### config.mk
export PLATFORM = sky130hd
export DESIGN_NAME = uart_rx_cfg
export DESIGN_NICKNAME = d
export VERILOG_FILES = /design/src/rtl/uart_pkg.sv /design/src/rtl/uart_fifo.sv /design/src/rtl/uart_rx_cfg.sv
export SDC_FILE = /design/constraint.sdc
export NUM_CORES = 1
export LEC_CHECK = 0
export CORE_MARGIN = 10
export CORE_UTILIZATION = 45
export DETAILED_ROUTE_END_ITERATION = 10
export DONT_BUFFER_PORTS = 1
export PLACE_DENSITY = 0.61
export SKIP_CTS_REPAIR_TIMING = 1
export SYNTH_ARGS = -nofsm -noshare
export SYNTH_HDL_FRONTEND = slang
export SYNTH_SLANG_ARGS = --single-unit
export TNS_END_PERCENT = 5
### constraint.sdc
create_clock -name clk -period 3.55 [get_ports clk]
set_clock_uncertainty 0.2 [all_clocks]
set_input_delay 1.065 -clock clk [delete_from_list [all_inputs] [get_ports clk]]
set_output_delay 1.065 -clock clk [all_outputs]
set_load 0.02 [all_outputs]
### src/rtl/uart_pkg.sv
// Shared types and helpers for the configurable UART receiver.
package uart_pkg;

  // Parity mode selected at elaboration time
  typedef enum logic [1:0] {
    NONE = 2'd0,
    EVEN = 2'd1,
    ODD  = 2'd2
  } parity_t;

  // Receiver sampling FSM states
  typedef enum logic [2:0] {
    IDLE  = 3'd0,
    START = 3'd1,
    DATA  = 3'd2,
    PAR   = 3'd3,
    STOP  = 3'd4
  } rx_state_t;

  // Returns 1 when the received parity bit disagrees with the selected mode
  function automatic logic parity_bad(input parity_t mode, input logic data_xor,
                                      input logic par_bit);
    logic bad;
    bad = 1'b0;
    case (mode)
      EVEN:    bad = data_xor ^ par_bit;
      ODD:     bad = ~(data_xor ^ par_bit);
      default: bad = 1'b0;
    endcase
    return bad;
  endfunction

endpackage

### src/rtl/uart_fifo.sv
// Synchronous first-word-fall-through FIFO holding received words.
module uart_fifo #(
  parameter int unsigned WIDTH = 8,
  parameter int unsigned DEPTH = 4
) (
  input  logic             clk,
  input  logic             rst,
  input  logic             push,
  input  logic             pop,
  input  logic [WIDTH-1:0] din,
  output logic [WIDTH-1:0] dout,
  output logic             full,
  output logic             empty
);

  localparam int unsigned AW = (DEPTH > 1) ? $clog2(DEPTH) : 1;
  localparam int unsigned CW = AW + 1;

  logic [WIDTH-1:0] mem [DEPTH];
  logic [AW-1:0]    wr_ptr;
  logic [AW-1:0]    rd_ptr;
  logic [CW-1:0]    count;
  logic             do_push_c;
  logic             do_pop_c;

  // A full FIFO still accepts a push when the head leaves in the same cycle
  assign do_pop_c  = pop & ~empty;
  assign do_push_c = push & (~full | do_pop_c);

  assign full  = (count == CW'(DEPTH));
  assign empty = (count == '0);
  assign dout  = mem[rd_ptr];

  // Storage, pointers and occupancy; pointers wrap since DEPTH is a power of two
  always_ff @(posedge clk) begin
    if (rst) begin
      for (int i = 0; i < int'(DEPTH); i++) begin
        mem[i] <= '0;
      end
      wr_ptr <= '0;
      rd_ptr <= '0;
      count  <= '0;
    end else begin
      if (do_push_c) begin
        mem[wr_ptr] <= din;
        wr_ptr      <= wr_ptr + AW'(1);
      end
      if (do_pop_c) begin
        rd_ptr <= rd_ptr + AW'(1);
      end
      case ({do_push_c, do_pop_c})
        2'b10:   count <= count + CW'(1);
        2'b01:   count <= count - CW'(1);
        default: count <= count;
      endcase
    end
  end

endmodule

### src/rtl/uart_rx_cfg.sv
// Configurable UART receiver: synchroniser, baud/bit counters, sampling FSM,
// sticky error flags and a small FWFT buffer of received words.
module uart_rx_cfg
  import uart_pkg::*;
#(
  parameter int unsigned DATA_W     = 8,
  parameter int unsigned BAUD_DIV   = 2604,
  parameter parity_t     PARITY     = NONE,
  parameter int unsigned STOP_BITS  = 1,
  parameter int unsigned FIFO_DEPTH = 4
) (
  input  logic              clk,
  input  logic              rst,
  input  logic              RX,
  input  logic              rd_en,
  input  logic              clr_err,
  output logic [DATA_W-1:0] rx_data,
  output logic              rdy,
  output logic              frm_err,
  output logic              par_err,
  output logic              ovr_err
);

  localparam int unsigned CNT_W = $clog2(BAUD_DIV);
  localparam int unsigned BIT_W = $clog2(DATA_W + 1);

  // Reject illegal configurations at elaboration
  generate
    if (DATA_W < 5 || DATA_W > 9) begin : g_bad_data_w
      $error("uart_rx_cfg: DATA_W must be 5..9");
    end
    if (BAUD_DIV < 16) begin : g_bad_baud
      $error("uart_rx_cfg: BAUD_DIV must be >= 16");
    end
    if (STOP_BITS < 1 || STOP_BITS > 2) begin : g_bad_stop
      $error("uart_rx_cfg: STOP_BITS must be 1 or 2");
    end
    if (FIFO_DEPTH < 2 || (FIFO_DEPTH & (FIFO_DEPTH - 1)) != 0) begin : g_bad_depth
      $error("uart_rx_cfg: FIFO_DEPTH must be a power of two >= 2");
    end
  endgenerate

  rx_state_t         state;
  rx_state_t         state_nxt;
  logic              rx_s1;
  logic              rx_s2;
  logic              rx_prev;
  logic [CNT_W-1:0]  baud_cnt;
  logic [BIT_W-1:0]  bit_cnt;
  logic [DATA_W-1:0] shreg;
  logic              par_bad;
  logic              stop_bad;
  logic              fifo_full;
  logic              fifo_empty;

  logic fall_c;
  logic tick_c;
  logic last_data_c;
  logic last_stop_c;
  logic done_c;
  logic frm_bad_c;
  logic par_bad_c;
  logic push_c;
  logic pop_c;

  // Two-flop synchroniser plus one history flop for falling-edge detection
  always_ff @(posedge clk) begin
    if (rst) begin
      rx_s1   <= 1'b1;
      rx_s2   <= 1'b1;
      rx_prev <= 1'b1;
    end else begin
      rx_s1   <= RX;
      rx_s2   <= rx_s1;
      rx_prev <= rx_s2;
    end
  end

  assign fall_c      = rx_prev & ~rx_s2;
  assign tick_c      = (state != IDLE) && (baud_cnt == '0);
  assign last_data_c = (bit_cnt == BIT_W'(DATA_W - 1));
  assign last_stop_c = (bit_cnt == BIT_W'(STOP_BITS - 1));
  assign done_c      = tick_c && (state == STOP) && last_stop_c;
  assign frm_bad_c   = stop_bad | ~rx_s2;
  assign par_bad_c   = parity_bad(PARITY, ^shreg, rx_s2);
  assign push_c      = done_c & ~frm_bad_c & ~par_bad;
  assign pop_c       = rd_en & rdy;

  // FSM state register
  always_ff @(posedge clk) begin
    if (rst) begin
      state <= IDLE;
    end else begin
      state <= state_nxt;
    end
  end

  // FSM next-state logic; every transition outside IDLE waits for a sample strobe
  always_comb begin
    state_nxt = state;
    unique case (state)
      IDLE:  if (fall_c) state_nxt = START;
      START: if (tick_c) state_nxt = rx_s2 ? IDLE : DATA;
      DATA:  if (tick_c && last_data_c) state_nxt = (PARITY != NONE) ? PAR : STOP;
      PAR:   if (tick_c) state_nxt = STOP;
      STOP:  if (tick_c && last_stop_c) state_nxt = IDLE;
      default: state_nxt = IDLE;
    endcase
  end

  // Baud counter: half-bit load on start edge centres later samples mid-bit
  always_ff @(posedge clk) begin
    if (rst) begin
      baud_cnt <= '0;
    end else if (state == IDLE) begin
      baud_cnt <= fall_c ? CNT_W'(BAUD_DIV / 2 - 1) : '0;
    end else if (baud_cnt == '0) begin
      baud_cnt <= CNT_W'(BAUD_DIV - 1);
    end else begin
      baud_cnt <= baud_cnt - CNT_W'(1);
    end
  end

  // Per-sample datapath: bit counter, LSB-first shifter, parity and stop checks
  always_ff @(posedge clk) begin
    if (rst) begin
      bit_cnt  <= '0;
      shreg    <= '0;
      par_bad  <= 1'b0;
      stop_bad <= 1'b0;
    end else if (tick_c) begin
      case (state)
        START: begin
          bit_cnt  <= '0;
          par_bad  <= 1'b0;
          stop_bad <= 1'b0;
        end
        DATA: begin
          shreg   <= {rx_s2, shreg[DATA_W-1:1]};
          bit_cnt <= last_data_c ? '0 : bit_cnt + BIT_W'(1);
        end
        PAR: begin
          par_bad <= par_bad_c;
        end
        STOP: begin
          stop_bad <= stop_bad | ~rx_s2;
          bit_cnt  <= last_stop_c ? '0 : bit_cnt + BIT_W'(1);
        end
        default: begin
          bit_cnt <= bit_cnt;
        end
      endcase
    end
  end

  // Sticky error flags; a new event wins over a simultaneous clear
  always_ff @(posedge clk) begin
    if (rst) begin
      frm_err <= 1'b0;
      par_err <= 1'b0;
      ovr_err <= 1'b0;
    end else begin
      frm_err <= (done_c & frm_bad_c) | (frm_err & ~clr_err);
      par_err <= (done_c & par_bad) | (par_err & ~clr_err);
      ovr_err <= (push_c & fifo_full & ~pop_c) | (ovr_err & ~clr_err);
    end
  end

  uart_fifo #(
    .WIDTH (DATA_W),
    .DEPTH (FIFO_DEPTH)
  ) u_fifo (
    .clk   (clk),
    .rst   (rst),
    .push  (push_c),
    .pop   (pop_c),
    .din   (shreg),
    .dout  (rx_data),
    .full  (fifo_full),
    .empty (fifo_empty)
  );

  assign rdy = ~fifo_empty;

endmodule
==> Word-level counts from Yosys, hierarchy flattened <==
Memory sizes are Yosys's and may differ from the RTL's. A register that Yosys moved wholly into a read port is not among the register bits.
Index checks and enable logic that the tools add are counted.
{ "word_totals": {"ff_bits": 41, "ram_bits": 32, "inputBits": 5, "out_inout_bits": 12, "wordCells": 98, "mem_count": 1} }
{ "mem_list": {"columns": ["name", "words", "word_bits", "read_ports", "rd_ports_with_merged_regs", "write_ports", "line_no", "text"], "rows": [
  ["u_fifo.mem", 4, 8, 1, 1, 4, "uart_fifo.sv:19", "logic [WIDTH-1:0] mem [DEPTH];"]
]} }
{ "classes": {"addsub": 6, "n_eq_ne": 13, "muxes": 25, "n_bitwise": 21, "n_reduce_logical": 18} }
{ "op_table": {"columns": ["cell", "count"], "rows": [
  ["2-to-1 mux 12 bit", 2],
  ["2-to-1 mux 3 bit", 5],
  ["case mux 3 bit (5 select lines)", 1],
  ["logical NOT 12 bit", 1],
  ["case mux 4 bit (3 select lines)", 1],
  ["subtractor 12 x 1 -> 12 bit, second input constant", 1],
  ["bitwise AND 1 bit", 11],
  ["2-to-1 mux 11 bit", 1],
  ["2-to-1 mux 2 bit", 4],
  ["2-to-1 mux 4 bit", 2],
  ["2-to-1 mux 8 bit", 1],
  ["inequality test 2 bit, second input constant", 4],
  ["OR reduction 8 bit", 1],
  ["== test 3 x 2 -> 1 bit, second input constant", 2],
  ["== test 3 bit, second input constant", 2],
  ["logical NOT 3 bit", 2],
  ["2-to-1 mux 1 bit", 6],
  ["NOT 1 bit", 6],
  ["case mux 3 bit (2 select lines)", 1],
  ["AND reduction 2 bit", 3],
  ["nonzero test 3 bit", 2],
  ["logical AND 1 bit", 5],
  ["AND reduction 5 bit", 1],
  ["adder 2 x 1 -> 2 bit, second input constant", 2],
  ["other kinds (12)", 16]
]} }

==> Depth between registers and ports, before layout <==
{ "logic_depth": {"word_depth": 11, "depth_mapped": 11, "ltp_nobuf": 10} }

==> Cells and area by module <==
Synthesis repeated with hierarchy kept, for this count alone.
{ "hier_totals": {"cells_unflattened": 317, "hier_area_um2": 3458.3} }
{ "by_module_without_submodules": {"columns": ["module", "n_inst", "cells_each", "area_each_um2", "seq_area_each_um2"], "rows": [
  ["uart_fifo", 1, 131, 1876.8, 1141.1],
  ["uart_rx_cfg", 1, 186, 1581.5, 680.7]
]} }

==> Worst setup path after synthesis <==
Ideal clock, no wire load.
{ "synth_timing": {"kind": "input -> register", "start": "input rd_en", "end": "register u_fifo.count[2]", "setup_ns": 0.123, "arrival_time_ns": 2.457, "required_ns": 3.227, "path_slack_ns": 0.770, "path_stages": 7, "path_buffers": 0, "path_cell_list": "and2_1 a21boi_1 inv_1 fa_1 nor2_1 a22oi_2 mux2_1"} }
{ "synth_between": {"elab_chain_cells": 6, "elab_cells_between_ends": 8, "cone_classes": "eq/ne (2); mux (1); bitwise (4); reduce/logical (1)"} }
{ "synth_lines": {"columns": ["item", "line_no", "text"], "rows": [
  ["from (decl)", "uart_rx_cfg.sv:15", "input logic rd_en,"],
  ["bitwise AND 1 bit (*)", "uart_rx_cfg.sv:87", "assign pop_c = rd_en & rdy;"],
  ["bitwise AND 1 bit (*)", "uart_fifo.sv:27", "assign do_pop_c = pop & ~empty;"],
  ["OR 1 bit", "uart_fifo.sv:28", "assign do_push_c = push & (~full | do_pop_c);"],
  ["bitwise AND 1 bit", "uart_fifo.sv:28", null],
  ["== test 2 x 1 -> 1 bit or == test 2 bit (tied branches)", "uart_fifo.sv:51", "case ({do_push_c, do_pop_c})"],
  ["case mux 3 bit (2 select lines) or nonzero test 2 bit (tied branches)", null, null],
  ["to (signal assigned)", "uart_fifo.sv:52", "2'b10: count <= count + CW'(1);"],
  ["to (signal assigned)", "uart_fifo.sv:53", "2'b01: count <= count - CW'(1);"],
  ["to (signal assigned)", "uart_fifo.sv:54", "default: count <= count;"],
  ["to (decl)", "uart_fifo.sv:22", "logic [CW-1:0] count;"]
]} }
Mark *: on every way between the ends. The rest lies on a longest branch, timed or not.
A chain may end at the register's enable or synchronous reset.

==> results.ini <==
[hold_path]
min_from = rx_s1
hold_path_class = register to register

[power]
cellLeakagePower_uw = 0.00131
pwr-share-clk_pct = 33.4
p_total_uw = 2000
comb_power_share_pct = 16.7
p_switching_uw = 573
pwr-share-seq_pct = 49.9
power_density_nw_per_um2 = 536
ir_drop_uv = 347
intPower_uw = 1430
p_sw_share_pct = 28.6

[die]
die_x_um = 108
initial_utilization_pct = 46.9
die-area_sq_um = 11600
rows = 31
io_pins = 17
die_h_um = 108
core_region_area_sq_um = 7370

[logic_synthesis]
ys_warn_count = 0
ys_async_sr_fraction_pct = 0
ys.flop_type = dfxtp_1
ys_seq_elements = 75
synth_cells = 303
synth_edf_count = 32
synth_top_area_share_pct = 27.8
synth_area_leader_cell = edfxtp_1
ys_seq_area_share_pct = 52.7
netlist_area_sq_um = 3460
synthesis.nets = 313
synth_area_leaders = edfxtp_1 28%, dfxtp_1 25%, and2_1 6.7%
netlist-cell-type-count = 57
syn_area_per_cell_sq_um = 11.4

[finish]
nets = 314
drive_above_1_share_pct = 13.6
final_core_util_pct = 50.7
antennaDiodeCount = 0
num-fill-cells = 673
mostFrequentLayoutCell = dfxtp_1
mostFrequentLayoutCells = 43 x dfxtp_1, 37 x and2_1, 32 x edfxtp_1
final_cell_area_sq_um = 3740
multi_input_area_sq_um = 1530
syn_to_final_growth_pct = 8.03
seqCellArea_sq_um = 1820

[detailed_routing]
routed_wl_mm = 6.18
viasPerCell = 5.17
via_count = 2111
route.detailed.drc = 0
drt_iter0_drc = 116
post_drt_wl_per_cell_um = 15.2
drt_pre_antenna_iters = 4
ant_nets = 0

[cts]
numCtsBuffers = 9
clock_latency_ps = 360
clk_pin_slew_worst_paths_ps = 80
numClockSinks = 75
h-tree-depth = 3
clockBufferDepth = 2
ctsRootBufferMaster = clkbuf_8
cts_tree = done

[global_route]
gr-usage-met3_pct = 3.59
grt-busiest-layer = met2
gr-usage-met1_pct = 15.0
gr-total-overflow = 0
antenna_found_initial = 0
grt_util_met2_pct = 17.3
gr-usage-all-layers_pct = 11.7
grt_max_degree = 42
grt_pass1_vias = 2151
grt_pass1_wl_mm = 10.6

[outcome]
status = complete, no violations

[setup_path]
critical_path_required_ps = 2280
end_kind = output pin
slowest_delay_ps = 720
cpLargestDelayFamily = flip-flops
critPathKind = register to output pin
critical_path_buf_inv_count = 0
crit_chain = mux4_2
cp.arrival_ps = 1750
crit_fanout = 8
cp_slowest_cell = dfxtp_1
critPathLaunchType = register
reg2reg_from = bit_cnt[0]

[timing]
fmaxAchievable_mhz = 332
whs_ps = 215
worstMarginPinSlew_ps = 619
setup_viol = 0
period_minus_slack_ps = 3010
rsz0062_at_grt = no
drv_slew = 0
period_share_pct = 84.8
slew_headroom_pct = 58.7
tns_ps = 0
hold_viol = 0

[place]
hpwl_mm = 4.20
gp_congestion = 0.799
place.port_buffers = 0
post_dp_cell_area_sq_um = 3540

[job]
maxCapViolCount = 0

## synth_stat cells, drive strengths merged, types with 4 or more instances
cell type	count
dfxtp	43
and2	37
edfxtp	32
nor2	31
a21oi	16
inv	10
xnor2	10
o21ai	9
mux2i	8
mux4	8
nand2	8
clkbuf	7
nor3	7
buf	6
nor3b	5
or2	5
ha	4
nor2b	4
nor4b	4
or3	4
xor2	4
## layout make-up
class                      instances  share of cell area [%]
tap                               99                    3.31
timing repair buffer               3                   0.603
multi-input combinational        205                    41.0
sequential                        75                    48.7
inverter                          10                    1.00
clock inverter                     6                    1.91
clock buffer                      10                    3.41
## per-stage QoR
| step | instances | worst slack, ps |
|---|---|---|
| after floorplan | 303 | 770 |
| after global placement | 392 | 713 |
| after detailed placement | 392 | 651 |
| after CTS | 408 | 511 |
| after global routing | 408 | 425 |
| final | 408 | 539 |
## final timing paths
kind                           to  slack (ps)  depth (start not counted)
setup / recovery       rx_data[6]         540                          1
hold / removal              rx_s2         220                          1
setup reg to reg  u_fifo.count[2]         790                         10
hold reg to reg             rx_s2         220                          1
## routing by layer
| layer | wire (um) | vias up |
|---|---|---|
| met5 | 0 | - |
| li1 | - | 1081 |
| met2 | 2690 | 37 |
| met1 | 3020 | 983 |
| met3 | 358 | 10 |
| met4 | 116 | 0 |
## state kept, by name (all words and copies together) (netlist names), 2 cells and up, named ones only
name,cells
u_fifo.mem,32
baud_cnt,12
shreg,8
bit_cnt,4
state,3
u_fifo.count,3
u_fifo.rd_ptr,2
u_fifo.wr_ptr,2
## cell families (layout without fill, tap and decap cells)
group,count (synthesis),after routing,synth area share [%]
muxes,19,19,8.50
and+or+nand+nor,128,128,22.9
xor gates and xnor gates,14,14,3.54
buffers and inverters,23,29,3.04
AOI/OAI and AO/OA,39,39,7.34
adders and majority gates,5,5,2.03
DFF,75,75,52.7
## power groups by stage
stage	combinational (uW)	sequential, uW	clock [uW]
5_1_grt	372	1010	718
3_3_place_gp	338	1020	0
3_5_place_dp	340	1020	0
6_report	335	999	668
4_1_cts	341	999	680
2_1_floorplan	322	980	0
Note: power is estimated with default switching activity, not from simulation.
